<file path="src/rtl/dmem_arbiter.sv">
// ============================================================================
// dmem_arbiter: shares data_memory between the core MEM stage and a loader port
// Optional build macro: DMEM_ARB_STATS_EN (adds grant counters)
// Revision: 1.0
// ============================================================================
`default_nettype none

module dmem_arbiter #(
  parameter int ADDR_W   = 10,
  parameter int MAX_WAIT = 4
`ifdef DMEM_ARB_STATS_EN
  ,
  parameter int CNT_W    = 16
`endif
) (
  input  logic              clk,
  input  logic              reset_n,
  input  logic              core_req,
  input  logic              core_we,
  input  logic [ADDR_W-1:0] core_addr,
  input  logic [31:0]       core_wdata,
  input  logic [1:0]        core_size,
  input  logic              core_sign,
  output logic              core_gnt,
  output logic [31:0]       core_rdata,
  output logic              core_stall,
  input  logic              ldr_req,
  input  logic              ldr_we,
  input  logic [ADDR_W-1:0] ldr_addr,
  input  logic [31:0]       ldr_wdata,
  input  logic [1:0]        ldr_size,
  input  logic              ldr_sign,
  input  logic              ldr_last,
  output logic              ldr_gnt,
  output logic [31:0]       ldr_rdata,
  output logic [ADDR_W-1:0] mem_addr,
  output logic              mem_we,
  output logic [31:0]       mem_wdata,
  output logic [1:0]        mem_size,
  output logic              mem_sign,
  input  logic [31:0]       mem_rdata
`ifdef DMEM_ARB_STATS_EN
  ,
  output logic [CNT_W-1:0]  core_gnt_cnt,
  output logic [CNT_W-1:0]  ldr_gnt_cnt
`endif
);

  localparam int SW = (MAX_WAIT < 1) ? 1 : $clog2(MAX_WAIT + 1);
  localparam logic [SW-1:0] C_MAX_WAIT = SW'(MAX_WAIT);

  typedef enum logic [0:0] {
    ST_ARB  = 1'b0,
    ST_LOCK = 1'b1
  } state_t;

  typedef enum logic [1:0] {
    SEL_NONE = 2'd0,
    SEL_CORE = 2'd1,
    SEL_LDR  = 2'd2
  } sel_t;

  state_t        state_q, state_d;
  logic [SW-1:0] starve_q, starve_d;
  sel_t          sel;

  always_ff @(posedge clk) begin
    if (!reset_n) begin
      state_q  <= ST_ARB;
      starve_q <= '0;
    end else begin
      state_q  <= state_d;
      starve_q <= starve_d;
    end
  end

  // Selection is forced to NONE during reset so no grant or write can leak out.
  always_comb begin
    sel      = SEL_NONE;
    state_d  = state_q;
    starve_d = starve_q;
    if (reset_n) begin
      case (state_q)
        ST_LOCK: begin
          if (ldr_req) sel = SEL_LDR;
        end
        default: begin
          if (ldr_req && (!core_req || (starve_q == C_MAX_WAIT))) sel = SEL_LDR;
          else if (core_req)                                       sel = SEL_CORE;
        end
      endcase

      case (state_q)
        ST_LOCK: begin
          if (((sel == SEL_LDR) && ldr_last) || !ldr_req) state_d = ST_ARB;
        end
        default: begin
          if ((sel == SEL_LDR) && !ldr_last) state_d = ST_LOCK;
        end
      endcase

      if ((sel == SEL_LDR) || !ldr_req) begin
        starve_d = '0;
      end else if ((sel == SEL_CORE) && (starve_q != C_MAX_WAIT)) begin
        starve_d = starve_q + SW'(1);
      end
    end
  end

  always_comb begin
    core_gnt   = 1'b0;
    ldr_gnt    = 1'b0;
    core_rdata = '0;
    ldr_rdata  = '0;
    mem_addr   = '0;
    mem_we     = 1'b0;
    mem_wdata  = '0;
    mem_size   = '0;
    mem_sign   = 1'b0;
    case (sel)
      SEL_CORE: begin
        core_gnt   = 1'b1;
        core_rdata = mem_rdata;
        mem_addr   = core_addr;
        mem_we     = core_we;
        mem_wdata  = core_wdata;
        mem_size   = core_size;
        mem_sign   = core_sign;
      end
      SEL_LDR: begin
        ldr_gnt    = 1'b1;
        ldr_rdata  = mem_rdata;
        mem_addr   = ldr_addr;
        mem_we     = ldr_we;
        mem_wdata  = ldr_wdata;
        mem_size   = ldr_size;
        mem_sign   = ldr_sign;
      end
      default: ;
    endcase
  end

  assign core_stall = core_req & ~core_gnt;

`ifdef DMEM_ARB_STATS_EN
  logic [CNT_W-1:0] core_cnt_q, core_cnt_d;
  logic [CNT_W-1:0] ldr_cnt_q, ldr_cnt_d;

  always_comb begin
    core_cnt_d = core_cnt_q + CNT_W'(core_gnt);
    ldr_cnt_d  = ldr_cnt_q + CNT_W'(ldr_gnt);
  end

  always_ff @(posedge clk) begin
    if (!reset_n) begin
      core_cnt_q <= '0;
      ldr_cnt_q  <= '0;
    end else begin
      core_cnt_q <= core_cnt_d;
      ldr_cnt_q  <= ldr_cnt_d;
    end
  end

  assign core_gnt_cnt = core_cnt_q;
  assign ldr_gnt_cnt  = ldr_cnt_q;
`endif

endmodule

`default_nettype wire
</file>
<file path="config.mk">
export PLATFORM = sky130hd
export DESIGN_NAME = dmem_arbiter
export DESIGN_NICKNAME = d
export VERILOG_FILES = /design/src/rtl/dmem_arbiter.sv
export SDC_FILE = /design/constraint.sdc
export NUM_CORES = 1
export LEC_CHECK = 0
export ABC_AREA = 1
export CAP_MARGIN = 30
export CORE_MARGIN = 4
export CORE_UTILIZATION = 21
export DETAILED_ROUTE_END_ITERATION = 8
export PLACE_DENSITY = 0.76
export SETUP_SLACK_MARGIN = 0.05
export SLEW_MARGIN = 20
export SYNTH_ARGS = -nofsm -noshare
export SYNTH_HDL_FRONTEND = slang
export SYNTH_SLANG_ARGS = --single-unit
</file>
<file path="constraint.sdc">
create_clock -name clk -period 1.8 [get_ports clk]
set_input_delay 0.18 -clock clk [delete_from_list [all_inputs] [get_ports clk]]
set_output_delay 0.18 -clock clk [all_outputs]
set_load 0.05 [all_outputs]
</file>
# Yosys cells after proc, flatten, opt, wreduce, memory -nomap -nowiden
# Cells that the tools add are included.
dict set report word_totals {
  register_bits 4
  out_inout_bits 113
  inputBits 129
  wordCells 41
}
dict set report op_classes {
  bitwise_logic 3
  reduce_logical 11
  eq_ne 6
  n_mux 18
  add_sub_neg 1
}
# op count
set op_table {}
lappend op_table {{$mux W32} 2}
lappend op_table {{$pmux W32 S2} 1}
lappend op_table {{$pmux W10 S2} 1}
lappend op_table {{$mux W2} 5}
lappend op_table {{$mux W1} 6}
lappend op_table {{$eq A2 B1 Y1 const B} 2}
lappend op_table {{$eq A2 B2 Y1 const B} 2}
lappend op_table {{$logic_and A1 B1 Y1} 4}
lappend op_table {{$pmux W1 S2} 2}
lappend op_table {{$pmux W2 S2} 1}
lappend op_table {{$add A3 B1 Y3 const B} 1}
lappend op_table {{$eq A3 B3 Y1 const B} 1}
lappend op_table {{$logic_not A1 Y1} 3}
lappend op_table {{$logic_or A1 B1 Y1} 3}
lappend op_table {{$ne A3 B3 Y1 const B} 1}
lappend op_table {{$not A1 Y1} 2}
lappend op_table {{$reduce_or A2 Y1} 1}
lappend op_table {{$and A1 B1 Y1} 1}

# Logic depth before layout (Yosys ltp)
# Gate-level depths: netlist of run 1.
dict set report logic_depth {
  ltp_word 11
  ltp_mapped 11
}

# Worst setup path before layout of run 1
# OpenSTA, ideal clock, no wires.
dict set report synth_path {
  path_kind {reg-to-output}
  start {reg starve_q[0]}
  end {out mem_addr[0]}
  setup_slack_ns -1.058
  stages_incl_launch_ff 11
  path_buffers 2
  arrival_ns 2.678
  path_cell_list {dfxtp_1 > inv_1 > ha_1 > nand2_2 > nand3_4 > nand2_1 > ha_1 > buf_2 > buf_2 > nand2_1 > a21oi_1}
}
dict set report synth_between {
  elab_chain_len 9
}
# element line_no
set synth_rtl {}
lappend synth_rtl {{from (decl)} 64} ;# logic [SW-1:0] starve_q, starve_d;
lappend synth_rtl {{from (signal assigned)} 73} ;# starve_q <= starve_d;
lappend synth_rtl {{$eq A3 B3 Y1 *} 88} ;# if (ldr_req && (!core_req || (starve_q == C_MAX_WAIT))) sel = SEL_LDR;
lappend synth_rtl {{$logic_or A1 B1 Y1 *} 88}
lappend synth_rtl {{$logic_and A1 B1 Y1 *} 88}
lappend synth_rtl {{$mux W2 *} 88}
lappend synth_rtl {{$mux W2 *} 83} ;# case (state_q)
lappend synth_rtl {{$mux W2 * (2 in series)} 82} ;# if (reset_n) begin
lappend synth_rtl {{$eq A2 B2 Y1 / $eq A2 B1 Y1 (equally long branches)} 120} ;# case (sel)
lappend synth_rtl {{$pmux W10 S2 *} 120}
lappend synth_rtl {{to (decl)} 36} ;# output logic [ADDR_W-1:0] mem_addr,
# Every way passes the cells marked *; elsewhere a longest branch is shown, timed or not. The select of a mux whose other input is x is not followed.

# Worst setup path after layout of run 1
dict set report layout_path {
  start {reg starve_q[0]}
  end {out mem_wdata[18]}
}
dict set report layout_between {
  elab_chain_len 9
}
# element line_no
set layout_rtl {}
lappend layout_rtl {{$eq A3 B3 Y1 *} 88}
lappend layout_rtl {{$logic_or A1 B1 Y1 *} 88}
lappend layout_rtl {{$logic_and A1 B1 Y1 *} 88}
lappend layout_rtl {{$mux W2 *} 88}
lappend layout_rtl {{$mux W2 *} 83}
lappend layout_rtl {{$mux W2 * (2 in series)} 82}
lappend layout_rtl {{$eq A2 B2 Y1 / $eq A2 B1 Y1 (equally long branches)} 120}
lappend layout_rtl {{$pmux W32 S2 *} 120}
lappend layout_rtl {{to (decl)} 38} ;# output logic [31:0] mem_wdata,
# Marks and branches as above.

==> results by group, run 1 <==
Status
  • Violations in the final reports: negative setup slack
  • Run status: finished with violations

Global routing
  • Number of antenna violations at the first check in global routing: 1
  • Global-route wire length before repair: 21.0 mm
  • GRT Residual Overflow: 0
  • Global-route usage over all layers: 31.0%
  • Largest net degree at the start of global routing: 32
  • Via count of the first global-routing pass: 3685

Power and ir drop
  • Power Density: 302 nW/µm²
  • Total Power: 2.06 mW
  • VDD IR max: 0.635 mV
  • Standby leakage power: 2.66 nW

Critical path
  • Critical path required time: 1.62 ns
  • Critical path launch point type: flip-flop
  • Classification of the worst setup path: reg -> out
  • Worst path slowest cell: sky130_fd_sc_hd__dfxtp_2
  • CP cell instances: inv_2 -> ha_4 -> nand2_4 -> inv_2 -> a21oi_4 -> ha_4 -> buf_4 -> buf_16 -> nand2_1 -> a21oi_4 -> buf_12
  • Cell class contributing the biggest share of worst-path delay: buffers and inverters
  • Count of buffer and inverter cells on the critical path: 5
  • Data arrival time of the critical path: about 2 ns
  • Biggest fanout along the worst timing path: 8
  • Crit path largest cell delay: 0.33 ns
  • Critical Path Sink Type: output pin

Clock tree
  • Number of buffers created by CTS: 3
  • Number of sinks driven by the clock tree: 4
  • # hold bufs at CTS: 0
  • CTS tree: yes
  • Clock Pin Slew Worst Setup and Hold Paths: 0.03 ns
  • CTS Buffer Depth: 2
  • Maximum level of the CTS H-tree: 1
  • Clock latency reported for the late side of the worst-skew pair: 0.22 ns
  • Clock tree root buffer cell: sky130_fd_sc_hd__clkbuf_8

Route
  • Highest layer used for signal routing: met4
  • Sum of routed wire length over all layers: 17.3 mm
  • Number of violations reported at the end of detailed-routing iteration 0: around 190
  • Met2 Wirelength: 9.24 mm
  • Drt first pass iters: 4
  • Total met3 wirelength after detailed routing: around 1.5 mm
  • Vias: 3511
  • Number of vias per cell: 5.10
  • Avg WL per Cell: 25.1 µm
  • Remaining routing DRC violations: 0
  • M1 wire length: 5.16 mm
  • Detail Route Antenna Nets: 0

STA
  • Final count of hold timing violations: 0
  • Max Clock Freq: 455 MHz
  • Setup repair after global routing missed its margin: true
  • Hold WS: around 0.51 ns
  • Setup TNS: -32.13 ns
  • Fin worst setup slack: -0.395 ns
  • Worst Clk Skew: roughly 0.0044 ns
  • Final period utilization: 122%
  • Final setup violating endpoints: 112
  • Final-report max-slew violation count: 0
  • Worst slew pin tran: 0.311 ns
  • Min Clock Period, post-route: 2.20 ns
  • Max_slew headroom: 79.2%

Yosys
  • Avg Cell Area, Syn: 4.87 µm²
  • Yosys cell types: 18
  • Syn Inst Count: 324
  • Synthesized net count: 457
  • Post-synthesis sequential element count: 4
  • Fraction of the yosys area taken by sequential cells: 5.08%
  • Synth warn: 0
  • Post-synthesis cell area: 1580 µm²

Placed design
  • Buffers added on ports: 241
  • RD Place Congestion: 0.812
  • Worst slack after detailed placement: -0.226 ns
  • Detailed-placement wirelength estimate: 11.0 mm

Hold path
  • Worst Hold Class: in -> reg

Die
  • Std-Cell Rows: 31
  • Total Die Area: 8960 µm²
  • Horizontal extent of the die: 94.6 µm
  • Area of the core: 7290 µm²
  • Starting utilization of the core area: 21.6%
  • Boundary Pins: 242
  • Chip Height: ~95 µm

Final layout
  • Proportion of layout cells with a drive suffix above 1: 60.0%
  • Most common cell after layout, fill and taps aside: sky130_fd_sc_hd__clkdlybuf4s50_1
  • Highest-count cells in the layout ignoring fill and taps: sky130_fd_sc_hd__clkdlybuf4s50_1 (127), sky130_fd_sc_hd__buf_12 (121), sky130_fd_sc_hd__a21oi_4 (47), sky130_fd_sc_hd__nand2_2 (44), sky130_fd_sc_hd__nand2_1 (39)
  • Final #Nets: 723
  • Area overhead of the layout relative to synthesis: 333%

Flow run
  • Max-capacitance violation count: 0
==> final timing paths <==
path	from	slack (ns)	to	cells past startpoint
setup / recovery	starve_q[0]	-0.40	mem_wdata[18]	11
hold / removal	ldr_last	0.51	state_q	2
setup reg to reg	starve_q[1]	0.61	state_q	8
hold reg to reg	starve_q[0]	0.62	starve_q[0]	3
==> cell type report <==
type                       instances  area [µm²]
fill                             224         470
tap                               99         124
inverter                          74         409
sequential                         4        82.6
timing repair buffer             288        4200
antenna                            1        2.50
clock buffer                       3        41.3
multi-input combinational        219        1970
==> power breakdown <==
part           internal (mW)  switching, mW  total, mW
Combinational          0.854          0.922       1.78
Clock                  0.143         0.0490      0.192
Sequential            0.0914        0.00116     0.0925
==> sequential cells by signal, indices dropped and copies added, names as in the netlist <==
signal,count
starve_q,3
state_q,1
==> routing by layer <==
layer | up-vias | track usage, %
li1 | 1515 | -
met1 | 1649 | 27.1
met2 | 245 | 60.3
met3 | 102 | 9.16
met4 | 0 | 20.4
met5 | - | 0
==> cells in the mapped netlist <==
cell type	instances	area, µm²
sky130_fd_sc_hd__ha_1	4	50.1
sky130_fd_sc_hd__inv_1	73	274
sky130_fd_sc_hd__clkbuf_1	5	18.8
sky130_fd_sc_hd__nand4_1	1	6.26
sky130_fd_sc_hd__dfxtp_1	4	80.1
sky130_fd_sc_hd__a21oi_1	47	235
sky130_fd_sc_hd__xnor2_1	1	8.76
sky130_fd_sc_hd__buf_4	2	15.0
sky130_fd_sc_hd__inv_2	1	3.75
sky130_fd_sc_hd__nand3_1	39	195
sky130_fd_sc_hd__buf_6	6	67.6
sky130_fd_sc_hd__nand3_4	1	17.5
sky130_fd_sc_hd__nor2_1	5	18.8
sky130_fd_sc_hd__nand3_2	7	70.1
sky130_fd_sc_hd__buf_12	1	20.0
sky130_fd_sc_hd__nand2_1	113	424
sky130_fd_sc_hd__buf_2	13	65.1
sky130_fd_sc_hd__nand2_2	1	6.26
==> per-stage QoR <==
step                      area [µm²]  util, %  std cells
final                           6820     93.5        688
after global routing            6820     93.5        688
after floorplan                 2620        -        324
after CTS                       6630     90.9        683
after detailed placement        6250     85.7        666
after global placement          6250     85.7        666
==> cell families (layout without fill, tap and decap cells) <==
group / count (synthesis) / count (layout) / share of synthesized area, %
simple gates: 167 / 167 / 46.8
compound gates: 47 / 47 / 14.9
flops: 4 / 4 / 5.08
other cells: 0 / 1 / 0
xor+xnor: 1 / 1 / 0.556
buf+inv: 101 / 365 / 29.4
fa+ha+maj: 4 / 4 / 3.17
==> repair_timing <==
action	CTS	global route
gates cloned	5	3
pin swaps	10	2
gates resized for setup	55	34
setup endpoints to repair	112	112
endpoints found under the hold margin	0	0
setup buffers	9	1
Power figures use the tool's default switching activity.
==> run 2, diff against run 1 <==
CAP_MARGIN = 10   (was 30)
CTS_CLUSTER_SIZE = 16   (was not set)
==> results of run 2 <==
Final layout, timing and power as in run 1 (identical DEF).
==> run 3, diff against run 2 <==
CORE_ASPECT_RATIO = 1.1   (was not set)
==> results by group, run 3 (synthesized netlist as in run 1, its figures left out) <==
Status
  • Run status: finished with violations
  • Violations in the final reports: negative setup slack

Clock tree
  • Number of sinks driven by the clock tree: 4
  • Clock latency reported for the late side of the worst-skew pair: around 0.23 ns
  • Number of buffers created by CTS: 3
  • CTS Buffer Depth: 2
  • Maximum level of the CTS H-tree: 1
  • CTS tree: yes
  • Clock Pin Slew Worst Setup and Hold Paths: 0.04 ns
  • Clock tree root buffer cell: sky130_fd_sc_hd__clkbuf_8
  • # hold bufs at CTS: 0

Critical path
  • Classification of the worst setup path: reg -> out
  • Cell class contributing the biggest share of worst-path delay: buffers and inverters
  • Critical Path Sink Type: output pin
  • Data arrival time of the critical path: 2.00 ns
  • Critical path required time: roughly 1.6 ns
  • Biggest fanout along the worst timing path: 6
  • CP cell instances: inv_2 -> ha_4 -> nand2_4 -> inv_2 -> a21oi_4 -> ha_4 -> buf_12 -> clkbuf_16 -> nand2_1 -> a21oi_4 -> buf_12
  • Crit path largest cell delay: 0.32 ns
  • Count of buffer and inverter cells on the critical path: 5
  • Critical path launch point type: flip-flop
  • Worst path slowest cell: sky130_fd_sc_hd__dfxtp_2

Die
  • Chip Height: 98.9 µm
  • Starting utilization of the core area: 22.0%
  • Total Die Area: 8960 µm²
  • Horizontal extent of the die: 90.6 µm
  • Boundary Pins: 242
  • Area of the core: 7170 µm²
  • Std-Cell Rows: 32

Final layout
  • Final #Nets: 719
  • Biggest regs: starve_q (3), state_q (1)
  • Highest-count cells in the layout ignoring fill and taps: sky130_fd_sc_hd__clkdlybuf4s50_1 (126), sky130_fd_sc_hd__buf_12 (123), sky130_fd_sc_hd__a21oi_4 (47), sky130_fd_sc_hd__nand2_2 (46), sky130_fd_sc_hd__nand2_1 (40)
  • Proportion of layout cells with a drive suffix above 1: 59.2%
  • Largest Register: starve_q
  • Area overhead of the layout relative to synthesis: 330%
  • Most common cell after layout, fill and taps aside: sky130_fd_sc_hd__clkdlybuf4s50_1
  • Final instance area: a little under 7000 µm²
  • Non-Filler Instances: 669
  • Antenna cells: 0
  • Number of flip-flops under the largest register name: 3

Power and ir drop
  • Sequential Power Share: 4.5%
  • Total Power: 2.05 mW
  • Standby leakage power: 2.62 nW
  • VDD IR max: 0.325 mV
  • Share of power burned in combinational logic: 85.7%
  • Switching part of the total power: 46.8%
  • Power Density: between 300 and 400 nW/µm²
  • Design internal power: 1.09 mW
  • Clk network pwr share: 9.8%
  • NetSw: just under 1 mW

Route
  • Number of vias per cell: a little over 5
  • Avg WL per Cell: ~23 µm
  • Number of violations reported at the end of detailed-routing iteration 0: 109
  • Remaining routing DRC violations: 0
  • Vias: ~3400
  • Detail Route Antenna Nets: 0
  • Drt first pass iters: 4
  • Sum of routed wire length over all layers: approximately 15 mm

STA
  • Final period utilization: 121%
  • Worst slew pin tran: 0.253 ns
  • Fin worst setup slack: -0.378 ns
  • Final setup violating endpoints: 112
  • Min Clock Period, post-route: about 2.2 ns
  • Worst Clk Skew: 0.00577 ns
  • Setup repair after global routing missed its margin: true
  • Setup TNS: -26.70 ns
  • Max_slew headroom: 83.1%
  • Final-report max-slew violation count: 0
  • Max Clock Freq: about 460 MHz
  • Final count of hold timing violations: 0

Placed design
  • RD Place Congestion: 0.776
  • Post-Place Cells: 645
  • Detailed-placement wirelength estimate: 9.70 mm
  • Buffers added on ports: 241
  • Post-Place Cell Area: 6170 µm²

Global routing
  • GRT Residual Overflow: 0
  • Via count of the first global-routing pass: 3643
  • Global-route wire length before repair: 19.5 mm
  • Global-route usage over all layers: 27.6%
  • Number of antenna violations at the first check in global routing: 0
  • Largest net degree at the start of global routing: 47

Flow run
  • Max-capacitance violation count: 0

Hold path
  • Worst Hold Class: in -> reg
## run 3: metrics by stage
stage | setup WS [ns] | hold slack (ns) | util [%]
after detailed placement | -0.350 | 0.499 | 86.0
after CTS | -0.294 | 0.483 | 91.2
after global routing | -0.424 | 0.489 | 94.6
after floorplan | -0.185 | 0.252 | -
after global placement | -0.243 | 0.487 | 86.0
final | -0.378 | 0.487 | 94.6
## run 3: what timing repair did
item                                    4_1_cts  5_1_grt
gates resized for setup                      45       50
setup buffers                                 8        7
pin swaps                                     5        8
gates cloned                                  5        3
endpoints found under the setup margin      112      112
## run 3: path summary, 6_finish.rpt
path / cells after the start / startpoint / slack [ns] / end
min: 2 / ldr_last / 0.49 / state_q
min reg2reg: 2 / starve_q[0] / 0.52 / starve_q[0]
max reg2reg: 9 / starve_q[1] / 0.53 / state_q
max: 11 / starve_q[1] / -0.38 / mem_wdata[20]
## run 3: layout make-up
cell class,count,area [µm²]
sequential,4,82.6
tap,85,106
timing repair buffer,284,4180
fill,200,385
inverter,74,412
multi-input combinational,219,1960
clock buffer,3,41.3
## run 3: metal layers
layer  GRT usage (%)  vias to the layer above  part of all wire (%)
met5               0                        -                     0
met4            12.7                        0                   4.6
met3            7.25                       49                   6.9
met2            56.9                      200                    58
met1            24.2                     1616                    31
li1                -                     1497                     -
## run 3: power by group through the flow
stage / sequential (mW) / clock (mW) / combinational, mW
global placement: 0.0934 / 0 / 1.52
global route: 0.0923 / 0.213 / 1.81
floorplan: 0.0935 / 0 / 0.781
detailed placement: 0.0935 / 0 / 1.55
CTS: 0.0922 / 0.200 / 1.66
finish: 0.0923 / 0.201 / 1.76
